[src/rtl/fp_divider_if.sv]
// Operand/result bundle for the 8-bit floating-point divider.
// start is sampled only while the divider is idle; done pulses once and q/flags are valid with it.
interface fp_divider_if;
    logic       start;
    logic [7:0] a;
    logic [7:0] b;
    logic       busy;
    logic       done;
    logic [7:0] q;
    logic       overflow;
    logic       underflow;
    logic       div_by_zero;

    modport master (
        output start, a, b,
        input  busy, done, q, overflow, underflow, div_by_zero
    );

    modport slave (
        input  start, a, b,
        output busy, done, q, overflow, underflow, div_by_zero
    );
endinterface

[src/rtl/fp_divider.sv]
// Sequential floating-point divider q = a / b using restoring mantissa division.
// Fixed latency: one quotient bit per clock, then a normalise/classify cycle.
module fp_divider #(
    parameter int EXP_W  = 3,
    parameter int FRAC_W = 4,
    parameter int BIAS   = 3
) (
    input  logic            clk,
    input  logic            rst,
    fp_divider_if.slave     bus,
    output logic [2:0]      o_dbg_state
);
    localparam int W     = 1 + EXP_W + FRAC_W;
    localparam int M_W   = FRAC_W + 1;
    localparam int Q_W   = FRAC_W + 2;
    localparam int R_W   = M_W + 1;
    localparam int E_W   = EXP_W + 3;
    localparam int CNT_W = $clog2(Q_W);
    localparam logic signed [E_W-1:0] EXP_MAX = E_W'((1 << EXP_W) - 1);

    typedef enum logic [2:0] {
        S_IDLE = 3'd0,
        S_LOAD = 3'd1,
        S_DIV  = 3'd2,
        S_NORM = 3'd3,
        S_DONE = 3'd4
    } state_t;

    state_t             r_state, w_next;
    logic [W-1:0]       r_a, r_b;
    logic               r_sign, r_a_zero, r_b_zero;
    logic [EXP_W-1:0]   r_ea, r_eb;
    logic [M_W-1:0]     r_mb;
    logic [R_W-1:0]     r_rem;
    logic [Q_W-1:0]     r_quo;
    logic [CNT_W-1:0]   r_cnt;
    logic [W-1:0]       r_q;
    logic               r_ovf, r_unf, r_dz;

    logic               w_busy, w_done;
    logic               w_ge;
    logic [R_W-1:0]     w_rem_sub;
    logic signed [E_W-1:0] w_e, w_exp;
    logic [FRAC_W-1:0]  w_frac;
    logic [W-1:0]       w_q;
    logic               w_ovf, w_unf, w_dz;

    always_comb begin
        w_next = r_state;
        w_busy = 1'b0;
        w_done = 1'b0;
        case (r_state)
            S_IDLE: if (bus.start) w_next = S_LOAD;
            S_LOAD: begin
                w_busy = 1'b1;
                w_next = S_DIV;
            end
            S_DIV: begin
                w_busy = 1'b1;
                if (r_cnt == CNT_W'(Q_W - 1)) w_next = S_NORM;
            end
            S_NORM: begin
                w_busy = 1'b1;
                w_next = S_DONE;
            end
            S_DONE: begin
                w_done = 1'b1;
                w_next = S_IDLE;
            end
            default: w_next = S_IDLE;
        endcase
    end

    always_ff @(posedge clk) begin
        if (rst) r_state <= S_IDLE;
        else     r_state <= w_next;
    end

    // One restoring step: the remainder never exceeds twice the divisor, so R_W bits suffice.
    always_comb begin
        w_ge      = (r_rem >= {1'b0, r_mb});
        w_rem_sub = w_ge ? (r_rem - {1'b0, r_mb}) : r_rem;
    end

    always_comb begin
        w_e = $signed({{(E_W-EXP_W){1'b0}}, r_ea}) - $signed({{(E_W-EXP_W){1'b0}}, r_eb})
              + $signed(E_W'(BIAS));
        if (r_quo[Q_W-1]) begin
            w_frac = r_quo[Q_W-2:1];
            w_exp  = w_e;
        end else begin
            w_frac = r_quo[FRAC_W-1:0];
            w_exp  = w_e - E_W'(1);
        end
        w_q   = {r_sign, w_exp[EXP_W-1:0], w_frac};
        w_ovf = 1'b0;
        w_unf = 1'b0;
        w_dz  = 1'b0;
        if (r_b_zero) begin
            w_q  = {r_sign, {(W-1){1'b1}}};
            w_dz = 1'b1;
        end else if (r_a_zero) begin
            w_q = {r_sign, {(W-1){1'b0}}};
        end else if (w_exp > EXP_MAX) begin
            w_q   = {r_sign, {(W-1){1'b1}}};
            w_ovf = 1'b1;
        end else if (w_exp < $signed(E_W'(1))) begin
            w_q   = {r_sign, {(W-1){1'b0}}};
            w_unf = 1'b1;
        end
    end

    always_ff @(posedge clk) begin
        if (rst) begin
            r_a      <= '0;
            r_b      <= '0;
            r_sign   <= 1'b0;
            r_a_zero <= 1'b0;
            r_b_zero <= 1'b0;
            r_ea     <= '0;
            r_eb     <= '0;
            r_mb     <= '0;
            r_rem    <= '0;
            r_quo    <= '0;
            r_cnt    <= '0;
            r_q      <= '0;
            r_ovf    <= 1'b0;
            r_unf    <= 1'b0;
            r_dz     <= 1'b0;
        end else begin
            case (r_state)
                S_IDLE: if (bus.start) begin
                    r_a <= bus.a;
                    r_b <= bus.b;
                end
                S_LOAD: begin
                    r_sign   <= r_a[W-1] ^ r_b[W-1];
                    r_ea     <= r_a[W-2:FRAC_W];
                    r_eb     <= r_b[W-2:FRAC_W];
                    r_a_zero <= (r_a[W-2:FRAC_W] == '0);
                    r_b_zero <= (r_b[W-2:FRAC_W] == '0);
                    r_mb     <= {1'b1, r_b[FRAC_W-1:0]};
                    r_rem    <= {1'b0, 1'b1, r_a[FRAC_W-1:0]};
                    r_quo    <= '0;
                    r_cnt    <= '0;
                end
                S_DIV: begin
                    r_rem <= {w_rem_sub[R_W-2:0], 1'b0};
                    r_quo <= {r_quo[Q_W-2:0], w_ge};
                    r_cnt <= r_cnt + CNT_W'(1);
                end
                // Results are loaded here so they are visible exactly while done is high.
                S_NORM: begin
                    r_q   <= w_q;
                    r_ovf <= w_ovf;
                    r_unf <= w_unf;
                    r_dz  <= w_dz;
                end
                default: ;
            endcase
        end
    end

    assign bus.busy        = w_busy;
    assign bus.done        = w_done;
    assign bus.q           = r_q;
    assign bus.overflow    = r_ovf;
    assign bus.underflow   = r_unf;
    assign bus.div_by_zero = r_dz;
    assign o_dbg_state     = r_state;
endmodule

[src/flat_wrapper.sv]
// flat-port wrapper written by rule: the top's interface ports become plain ports
module fp_divider_flat 
#(
    parameter int EXP_W  = 3,
    parameter int FRAC_W = 4,
    parameter int BIAS   = 3
)
  (clk, rst, o_dbg_state, bus_start, bus_a, bus_b, bus_busy, bus_done, bus_q, bus_overflow, bus_underflow, bus_div_by_zero);
  fp_divider_if bus_i ();
  input  logic clk;
  input  logic rst;
  output logic [2:0] o_dbg_state;
  input wire logic [$bits(bus_i.start)-1:0] bus_start;
  input wire logic [$bits(bus_i.a)-1:0] bus_a;
  input wire logic [$bits(bus_i.b)-1:0] bus_b;
  output wire logic [$bits(bus_i.busy)-1:0] bus_busy;
  output wire logic [$bits(bus_i.done)-1:0] bus_done;
  output wire logic [$bits(bus_i.q)-1:0] bus_q;
  output wire logic [$bits(bus_i.overflow)-1:0] bus_overflow;
  output wire logic [$bits(bus_i.underflow)-1:0] bus_underflow;
  output wire logic [$bits(bus_i.div_by_zero)-1:0] bus_div_by_zero;
  assign bus_i.start = bus_start;
  assign bus_i.a = bus_a;
  assign bus_i.b = bus_b;
  assign bus_busy = bus_i.busy;
  assign bus_done = bus_i.done;
  assign bus_q = bus_i.q;
  assign bus_overflow = bus_i.overflow;
  assign bus_underflow = bus_i.underflow;
  assign bus_div_by_zero = bus_i.div_by_zero;
  fp_divider #(.EXP_W(EXP_W), .FRAC_W(FRAC_W), .BIAS(BIAS)) u_core (.clk(clk), .rst(rst), .bus(bus_i), .o_dbg_state(o_dbg_state));
endmodule
[config.mk]
export PLATFORM = sky130hd
export DESIGN_NAME = fp_divider_flat
export DESIGN_NICKNAME = d
export VERILOG_FILES = /design/src/rtl/fp_divider_if.sv /design/src/rtl/fp_divider.sv /design/src/flat_wrapper.sv
export SDC_FILE = /design/constraint.sdc
export NUM_CORES = 1
export LEC_CHECK = 0
export ABC_AREA = 1
export BUFFER_PORTS_ARGS = -buffer_cell sky130_fd_sc_hd__buf_2
export CAP_MARGIN = 20
export CORE_MARGIN = 4
export CORE_UTILIZATION = 50
export CTS_BUF_LIST = sky130_fd_sc_hd__clkbuf_16
export DETAILED_ROUTE_END_ITERATION = 10
export GPL_TIMING_DRIVEN = 0
export MAX_ROUTING_LAYER = met4
export PLACE_DENSITY = 0.7
export REMOVE_ABC_BUFFERS = 1
export SETUP_SLACK_MARGIN = 0.2
export SLEW_MARGIN = 20
export SYNTH_ARGS = -nofsm -noshare
export SYNTH_HDL_FRONTEND = slang
export SYNTH_SLANG_ARGS = --single-unit
[constraint.sdc]
create_clock -name clk -period 6.5 [get_ports clk]
set_input_delay 0.65 -clock clk [delete_from_list [all_inputs] [get_ports clk]]
set_output_delay 0.65 -clock clk [all_outputs]
set_load 0.02 [all_outputs]
==> metrics.csv <==
stage;metric;value;unit
detailed_routing;route.detailed.drc;0;
min_path;hold_depth;2;
yosys;synth_warnings;0;
detailed_routing;routedWlPerCell;11.7;microns
global_route;grt_max_degree;33;
sta;fin_crit_sh;38.2;%
clock_network;cts_resized;0;
power;combPwrFrac;36.7;%
global_route;track_usage;18.8;%
placed_design;gp_routability_congestion;0.871;
detailed_routing;vias_per_cell;5.03;
detailed_routing;first_pass_iters;4;
sta;max_freq;402;MHz
sta;fin_ws;4010;ps
clock_network;htreeDepth;3;
run;drv_cap;0;
power;p_int;987;uW
yosys;synthDistinctLibCells;36;
placed_design;port_buffers;34;
sta;period_needed;2490;ps
floorplan;die_area;7200;sq um
floorplan;ios;35;
yosys;netlist_instances;394;
min_path;worstHoldStart;u_core.r_a[4]$_SDFFE_PP0P_;
clock_network;clk_pin_slew;50;ps
sta;tightest_slew;1030;ps
setup_path;r2r-start;u_core.r_ea[0]$_SDFFE_PP0P_;
yosys;synth-edff-count;0;
yosys;yosysTopAreaCell;dfxtp_1;
clock_network;clock-sinks;59;
setup_path;worst_setup_path_end_kind;flop;
setup_path;required;6750;ps
power;p_clk_share;34.4;%
yosys;synth_flop_cell;dfxtp_1;
yosys;ys_ff_latch;59;
layout;multiInputGateArea;1520;sq um
yosys;ys_seq_area_share;40.0;%
outcome;outcome;complete, no violations;
global_route;antenna_found_initial;0;
sta;maxSlewHeadroom;31.2;%
power;p_seq_share;28.9;%
clock_network;clk_path_buf_depth;2;
yosys;netlist_top_cells_area;dfxtp_1 40%, nand2_1 9.7%, a21oi_1 7.8%;
clock_network;hold_buffers;0;
sta;setup_tns;0;ps
detailed_routing;vias;2535;
clock_network;clock-root-buffer;clkbuf_16;
power;ir_drop;0.199;mV
floorplan;core_area;5610;sq um
sta;slew_viol_final;0;
global_route;grt_pass1_wl;10600;microns
sta;setup_viol;0;
setup_path;worst-r2r-cell-count;16;
power;switchingPower;552;uW
detailed_routing;ant_nets;0;
setup_path;crit_arrival;2740;ps
floorplan;initial_core_util;52.7;%
global_route;grt_pass1_vias;2412;
yosys;netlist_area;2950;sq um
detailed_routing;wirelength;5910;microns
floorplan;die_x;84.9;microns
placed_design;hpwlAfterDp;4210;microns
layout;register_area;1180;sq um
power;total_power;1540;uW
clock_network;cts_buffers;9;
layout;nets;460;
layout;layout.cells.non_filler;504;
global_route;overflow;0;
floorplan;die_h;84.9;microns
layout;antenna_cells;0;
sta;rsz0062_at_grt;false;
sta;finalHoldViolations;0;
yosys;syn_area_per_cell;7.49;sq um
power;p_per_area;440;nW/um^2
sta;hold_slack;445;ps
layout;area_growth;18.6;%
yosys;async_reset_ff_share;0;%
power;swShare;35.9;%
clock_network;clk_latency;320;ps
min_path;worstHoldPathType;flop to flop;
sta;finalClockSkew;5.29;ps
setup_path;crit_path_max_fanout;7;
setup_path;crit_path_start_kind;flop;
layout;fillCellCount;537;
yosys;yosysMostFrequentCell;nand2_1;
power;power_leakage;0.00156;uW
clock_network;cts_setup_buffers;0;
detailed_routing;first_iter_violations;124;
placed_design;place_ws;4030;ps
placed_design;placed_cells;488;
yosys;synth_top_area_share;40.0;%
setup_path;crit_type;flop to flop;
clock_network;cts_tree;done;
yosys;synthTopCellsByCount;76 x nand2_1, 59 x dfxtp_1, 46 x a21oi_1;
floorplan;rows;27;
layout;drive_gt1_share;20.6;%
setup_path;cp-startpoint;u_core.r_ea[0]$_SDFFE_PP0P_;
worst paths after layout:
| check | slack (ps) | end |
|---|---|---|
| setup / recovery | 4010 | u_core.bus.q[6]$_SDFFE_PP0N_ |
| hold / removal | 440 | u_core.r_a[4]$_SDFFE_PP0P_ |
| setup reg to reg | 4010 | u_core.bus.q[6]$_SDFFE_PP0N_ |
| hold reg to reg | 440 | u_core.r_a[4]$_SDFFE_PP0P_ |
critical path, stage by stage, from the launching register on:
cell     delay (ps)
dfxtp_1         300
inv_1            50
ha_1            210
fa_1            490
ha_1            310
inv_1            70
nor2_2          140
inv_2            50
a21oi_2         190
nand2_2          90
nand2_1          80
nor2_2           50
nand2_4          80
nand3_1          70
nand2_1          70
nand2_1          60
a21oi_2         110
sequential cells by signal (all words and copies together) (netlist names), 3 cells and up:
name,count
u_core.r_b,8
u_core.r_mb,5
u_core.r_eb,3
u_core.bus.q,8
u_core.r_a,8
u_core.r_cnt,3
u_core.r_ea,3
u_core.r_rem,6
u_core.r_quo,6
u_core.o_dbg_state,3
stage by stage:
stage | area (sq um) | utilization (%)
6_report | 3500 | 62.4
5_1_grt | 3500 | 62.4
4_1_cts | 3500 | 62.4
3_5_place_dp | 3170 | 56.5
3_3_place_gp | 3160 | 56.3
2_1_floorplan | 2900 | -
cell usage in the layout (no fill, tap or decap), types with 9 or more instances in the layout:
cell,count
o21ai_0,43
dfxtp_1,59
clkbuf_16,9
nor2_1,27
buf_2,34
a21oi_1,46
nand2_1,76
inv_2,10
nand3_1,17
ha_1,12
inv_1,43
kinds of logic (layout without fill, tap and decap cells):
logic type / Yosys count / after routing / share of synthesized area, %
AND/OR/NAND/NOR: 147 / 147 / 23.8
AO/OA/AOI/OAI: 107 / 107 / 20.6
buffers and inverters: 65 / 103 / 8.56
flip-flops: 59 / 59 / 40.0
adder cells (fa/ha/maj): 14 / 14 / 6.44
XOR/XNOR: 2 / 2 / 0.593
metal layers:
layer	global-route usage, %	share of wire (%)	routed length, microns
met5	-	0	0
met4	9.06	2.1	125
met3	3.88	3.6	213
met2	30.9	47	2790
met1	21.8	47	2780
power groups by stage:
stage	Combinational [uW]	Clock, uW	Sequential (uW)
finish	566	529	445
global route	652	558	451
CTS	572	539	445
detailed placement	566	0	452
global placement	551	0	449
floorplan	451	0	456
final cells by class:
type                       count  area share [%]
sequential                    59            33.7
tap                           72            2.57
multi-input combinational    270            43.5
clock buffer                   9            6.43
timing repair buffer          35            5.08
inverter                      52            5.58
clock inverter                 7            3.07
Note: power is estimated with default switching activity, not from simulation.
